===== config.mk =====
export PLATFORM = sky130hd
export DESIGN_NAME = uart_tx_fifo
export DESIGN_NICKNAME = d
export VERILOG_FILES = /design/src/rtl/uart_tx_fifo.sv
export SDC_FILE = /design/constraint.sdc
export NUM_CORES = 1
export LEC_CHECK = 0
export ABC_AREA = 1
export CORE_MARGIN = 5
export CORE_UTILIZATION = 45
export DETAILED_ROUTE_END_ITERATION = 12
export HOLD_SLACK_MARGIN = 0.12
export PLACE_DENSITY = 0.68
export SLEW_MARGIN = 10
export SYNTH_ARGS = -nofsm -noshare
export SYNTH_HDL_FRONTEND = slang
export SYNTH_SLANG_ARGS = --single-unit
export TNS_END_PERCENT = 100

===== constraint.sdc =====
create_clock -name clk -period 5.2 [get_ports clk]
set_input_delay 1.3 -clock clk [delete_from_list [all_inputs] [get_ports clk]]
set_output_delay 1.3 -clock clk [all_outputs]
set_load 0.005 [all_outputs]

===== src/rtl/uart_tx_fifo.sv =====
// Buffered UART transmitter: a circular-buffer FIFO feeding a frame engine with
// configurable data width, parity and stop bits; queued frames leave back-to-back.
module uart_tx_fifo #(
    parameter int CLKS_PER_BIT = 868,
    parameter int DATA_BITS    = 8,
    parameter int PARITY       = 0,
    parameter int STOP_BITS    = 1,
    parameter int FIFO_DEPTH   = 16
) (
    input  logic                          clk,
    input  logic                          rst,
    input  logic                          wr_en,
    input  logic [DATA_BITS-1:0]          wr_data,
    output logic                          full,
    output logic                          empty,
    output logic [$clog2(FIFO_DEPTH):0]   count,
    output logic                          overflow,
    input  logic                          ovf_clr,
    output logic                          busy,
    output logic                          txd
);

    localparam int PTR_W = $clog2(FIFO_DEPTH);
    localparam int CNT_W = $clog2(CLKS_PER_BIT);
    localparam int IDX_W = $clog2(DATA_BITS);

    localparam logic [PTR_W:0]   DEPTH     = (PTR_W + 1)'(FIFO_DEPTH);
    localparam logic [CNT_W-1:0] BAUD_LAST = CNT_W'(CLKS_PER_BIT - 1);
    localparam logic [IDX_W-1:0] IDX_LAST  = IDX_W'(DATA_BITS - 1);
    localparam logic             STOP_LAST = 1'(STOP_BITS - 1);

    typedef enum logic [2:0] {IDLE, START, DATA, PAR, STOP} state_t;

    state_t               state;
    logic [DATA_BITS-1:0] mem [FIFO_DEPTH];
    logic [PTR_W-1:0]     wr_ptr;
    logic [PTR_W-1:0]     rd_ptr;
    logic [DATA_BITS-1:0] head;
    logic [DATA_BITS-1:0] shift;
    logic [CNT_W-1:0]     baud_cnt;
    logic [IDX_W-1:0]     bit_idx;
    logic                 stop_cnt;
    logic                 par_bit;
    logic                 push;
    logic                 pop;
    logic                 bit_end;
    logic                 frame_end;

    // full is taken from the registered count, so a same-cycle pop never frees room for a push.
    assign full      = (count == DEPTH);
    assign empty     = (count == '0);
    assign push      = wr_en && !full;
    assign head      = mem[rd_ptr];
    assign bit_end   = (baud_cnt == BAUD_LAST);
    assign frame_end = (state == STOP) && bit_end && (stop_cnt == STOP_LAST);
    assign pop       = !empty && ((state == IDLE) || frame_end);

    // NOTE: storage has no reset; resetting the pointers and count is enough to discard its contents.
    always_ff @(posedge clk) begin
        if (push) begin
            mem[wr_ptr] <= wr_data;
        end
    end

    // NOTE: sequential state uses non-blocking assignments so every register samples pre-edge values.
    always_ff @(posedge clk or negedge rst) begin
        if (!rst) begin
            wr_ptr   <= '0;
            rd_ptr   <= '0;
            count    <= '0;
            overflow <= 1'b0;
        end else begin
            if (push) begin
                wr_ptr <= wr_ptr + 1'b1;
            end
            if (pop) begin
                rd_ptr <= rd_ptr + 1'b1;
            end
            if (push && !pop) begin
                count <= count + 1'b1;
            end else if (pop && !push) begin
                count <= count - 1'b1;
            end
            if (wr_en && full) begin
                overflow <= 1'b1;
            end else if (ovf_clr) begin
                overflow <= 1'b0;
            end
        end
    end

    always_ff @(posedge clk or negedge rst) begin
        if (!rst) begin
            state    <= IDLE;
            txd      <= 1'b1;
            busy     <= 1'b0;
            shift    <= '0;
            baud_cnt <= '0;
            bit_idx  <= '0;
            stop_cnt <= 1'b0;
            par_bit  <= 1'b0;
        end else begin
            baud_cnt <= bit_end ? '0 : baud_cnt + 1'b1;
            if (pop) begin
                // Parity is latched from the popped word so later pushes cannot disturb it.
                shift    <= head;
                par_bit  <= (PARITY == 1) ? ~^head : ^head;
                baud_cnt <= '0;
                state    <= START;
                txd      <= 1'b0;
                busy     <= 1'b1;
            end else begin
                unique case (state)
                    IDLE: begin
                        txd      <= 1'b1;
                        busy     <= 1'b0;
                        baud_cnt <= '0;
                    end
                    START: begin
                        if (bit_end) begin
                            state   <= DATA;
                            bit_idx <= '0;
                            txd     <= shift[0];
                        end
                    end
                    DATA: begin
                        if (bit_end) begin
                            if (bit_idx == IDX_LAST) begin
                                if (PARITY != 0) begin
                                    state <= PAR;
                                    txd   <= par_bit;
                                end else begin
                                    state    <= STOP;
                                    stop_cnt <= 1'b0;
                                    txd      <= 1'b1;
                                end
                            end else begin
                                bit_idx <= bit_idx + 1'b1;
                                shift   <= shift >> 1;
                                txd     <= shift[1];
                            end
                        end
                    end
                    PAR: begin
                        if (bit_end) begin
                            state    <= STOP;
                            stop_cnt <= 1'b0;
                            txd      <= 1'b1;
                        end
                    end
                    STOP: begin
                        if (bit_end) begin
                            if (stop_cnt == STOP_LAST) begin
                                state <= IDLE;
                                txd   <= 1'b1;
                                busy  <= 1'b0;
                            end else begin
                                stop_cnt <= 1'b1;
                            end
                        end
                    end
                    default: state <= IDLE;
                endcase
            end
        end
    end

endmodule


==> flow_summary_export.csv <==
group,metric,value,unit
critical_path,critPathMaxStageDelay,0.48,ns
critical_path,crit_fanout,7,
route,drtIter0Drc,406,
status,status,"finished clean",
layout,register_area,4850,um^2
global_route,grt_pass1_vias,4851,
timing,setup_viol,0,
clocking,clock_path_buffers,2,
floorplanning,io_pins,22,
layout,num_antenna_cells,0,
global_route,met3_usage,0.0457,
global_route,grt_antenna_before_repair,0,
critical_path,r2r-start,"count[0]",
layout,final_common_cell,"edfxtp_1",
logic_synthesis,ys_types,40,
route,wl_per_cell,17.8,um
timing,min_period,3.22,ns
critical_path,end_kind,"register",
timing,grt_setup_unrepaired,"no",
layout,nets,703,
critical_path,worstSetupStartpointType,"input port",
min_path,min_path_cells,1,
logic_synthesis,synth_area_leaders,"edfxtp_1, dfrtp_1, nor2_1, o21ai_0, nand2_1",
logic_synthesis,synth_edf_count,128,
clocking,cts_setup_buffers,0,
route,firstDrtPassIters,5,
critical_path,worstSetupPathType,"input port to register",
route,wl,16200,um
logic_synthesis,synth_warnings,0,
global_route,grt_pass1_wl,25900,um
layout,num-fill-cells,1355,
logic_synthesis,ys_ff_latch,168,
clocking,cts_root_buf,"clkbuf_16",
pwr,peakVddDrop,0.243,mV
critical_path,required,5.51,ns
timing,finalSetupTns,0,ns
logic_synthesis,synth_flop_cell,"edfxtp_1",
layout,layout_common_cells,"edfxtp_1, nor2_1, nand2_1, o21ai_0, inv_1",
place,hpwl,10400,um
route,viasPerCell,5.41,
critical_path,worst-path-buf-inv,3,
critical_path,ff2ff_path_depth,14,
logic_synthesis,postSynthCellCount,662,
layout,multiInputGateArea,2160,um^2
floorplanning,dieWidth,138,um
timing,max_freq,311,MHz
min_path,hp-start,"baud_cnt[0]",
clocking,worstSkewPairLatency,0.43,ns
layout,drive_above_1_share,0.0753,
global_route,gr-total-overflow,0,
global_route,gr-usage-all-layers,0.185,
logic_synthesis,avgSynthCellArea,11.1,um^2
clocking,cts.clk_slew.worst_paths,0.07,ns
global_route,busiest_layer,"met2",
global_route,grt_max_degree,68,
floorplanning,start_util,0.460,
clocking,cts_max_level,4,
critical_path,crit_top_cell,"nand2_1",
critical_path,startpoint,"wr_en",
timing,tightest_slew,0.929,ns
place,dp.cells,875,
timing,fin_crit_sh,0.619,
route,ant_nets,0,
floorplanning,die_area,18900,um^2
floorplanning,rows,46,
logic_synthesis,synth_seq_area_share,0.661,
layout,area_delta_synth_final,12.9,%
critical_path,timing.rr.end,"count[4]",
logic_synthesis,yosys.area.top_type,"edfxtp_1",
route,drt_drc_violations_left,0,
clocking,cts_hold_buf,0,
floorplanning,die_h,138,um
logic_synthesis,synth_nets,687,
global_route,grtUsageMet2,0.305,
pwr,power_density,399,nW/um^2
critical_path,r2r_slack,2.34,ns
layout,stdcell_count,907,
clocking,cts_tree,"yes",
clocking,cts_resized,0,
critical_path,critPathSlowestCell,"clkdlybuf4s50_1",
clocking,numCtsBuffers,17,
min_path,holdPathEnd,"baud_cnt[0]",
logic_synthesis,netlist_area,7330,um^2
min_path,hp-class,"register to register",
place,routabilityCongestion,0.906,
timing,hold_viol,0,
floorplanning,core_area,15900,um^2
timing,finClkSkew,0.0256,ns
timing,finalMaxSlewViolations,0,
job,drv_cap,0,
critical_path,path_cells,"clkdlybuf4s50_1 -> nand2_1 -> inv_1 -> ha_1 -> inv_1 -> fa_1 -> a21o_1 -> a21oi_1 -> nand2_1 -> nand2_1 -> nor2_1 -> xor2_1",
critical_path,path_delay_family,"buffers and inverters",
logic_synthesis,synth_async_sr_flop_share,0.238,
route,vias,4909,
pwr,p_leak,3.01,nW
clocking,cts_num_sinks,168,
logic_synthesis,synth_top_area_frac,0.524,
timing,slew-limit-headroom,0.381,
global_route,use_met1,0.236,
place,io_buffers,21,
critical_path,arrival,3.53,ns
## report_power, final
| part | leakage [nW] | switching (W) | total (W) | internal, W |
|---|---|---|---|---|
| Clock | 0.293 | 0.000536 | 0.00126 | 0.000721 |
| Combinational | 1.07 | 0.000246 | 0.000384 | 0.000138 |
| Sequential | 1.65 | 0.0000688 | 0.00166 | 0.00159 |
## final cells by class
cell class	instances	area share
sequential	168	0.585
multi-input combinational	417	0.260
clock buffer	18	0.0518
tap	216	0.0326
timing repair buffer	24	0.0275
inverter	50	0.0228
clock inverter	14	0.0193
## cells by family after synthesis
kind of cell    after synthesis  synth area share
fa+ha+maj                    13            0.0232
xor+xnor                      9            0.0108
simple gates                276             0.164
buf+inv                      77            0.0449
flops                       168             0.661
compound gates              119            0.0959
## how the worst max path moves through the flow
stage	endpoint	slack (ns)	depth (start not counted)
4_1_cts	empty	1.96	4
5_1_grt	empty	1.90	4
2_1_floorplan	count[4]	2.31	11
3_5_place_dp	count[4]	1.59	12
3_3_place_gp	count[4]	1.67	12
6_report	count[4]	1.98	12
## cell usage after synthesis (2+ instances only)
cell type,instances
a21o_1,2
a21oi_1,9
a31oi_1,2
buf_2,16
buf_6,2
clkbuf_1,8
dfrtp_1,39
edfxtp_1,128
ha_1,12
inv_1,47
nand2_1,87
nand3_1,40
nand3_2,2
nand3_4,2
nand4_1,5
nor2_1,123
nor2_4,2
nor3_1,7
nor3b_1,2
o211ai_1,28
o21a_1,2
o21ai_0,66
o31ai_1,7
xor2_1,8
## per-layer routing
metal  share of wire  wire length, um  vias up
li1                -                -     2329
met1            0.40             6480     2388
met2            0.51             8280      174
met3           0.073             1170       18
met4           0.015              241        0
met5               0                0        -
## sequential cells by signal, summed over array words and instances (netlist names)
signal and flops:
txd 1, wr_ptr 4, busy 1, baud_cnt 10, count 5, state 3, shift 8, rd_ptr 4
bit_idx 3, mem 128, overflow 1
## worst reg2reg max path, stage by stage, from the launching register on
cell     delay [ns]
dfrtp_1        0.46
nor2_1         0.12
nand3_1        0.09
nor2_1         0.25
inv_1          0.12
nand3_4        0.23
ha_1           0.24
inv_1          0.11
fa_1           0.42
a21o_1         0.19
a21oi_1        0.19
nand2_1        0.09
nand2_1        0.07
nor2_1         0.05
xor2_1         0.13
## through the flow
| stage | cell area, um^2 | total power (W) | hold WS (ns) | utilization | setup slack, ns |
|---|---|---|---|---|---|
| floorplan | 7330 | 0.00189 | 0.433 | - | 2.31 |
| global placement | 7690 | 0.00204 | 0.453 | 0.482 | 1.67 |
| detailed placement | 7690 | 0.00207 | 0.462 | 0.482 | 1.59 |
| CTS | 8280 | 0.00332 | 0.472 | 0.519 | 1.96 |
| global route | 8280 | 0.00344 | 0.495 | 0.519 | 1.90 |
| finish | 8280 | 0.00330 | 0.466 | 0.519 | 1.98 |
Note: power is estimated with default switching activity, not from simulation.
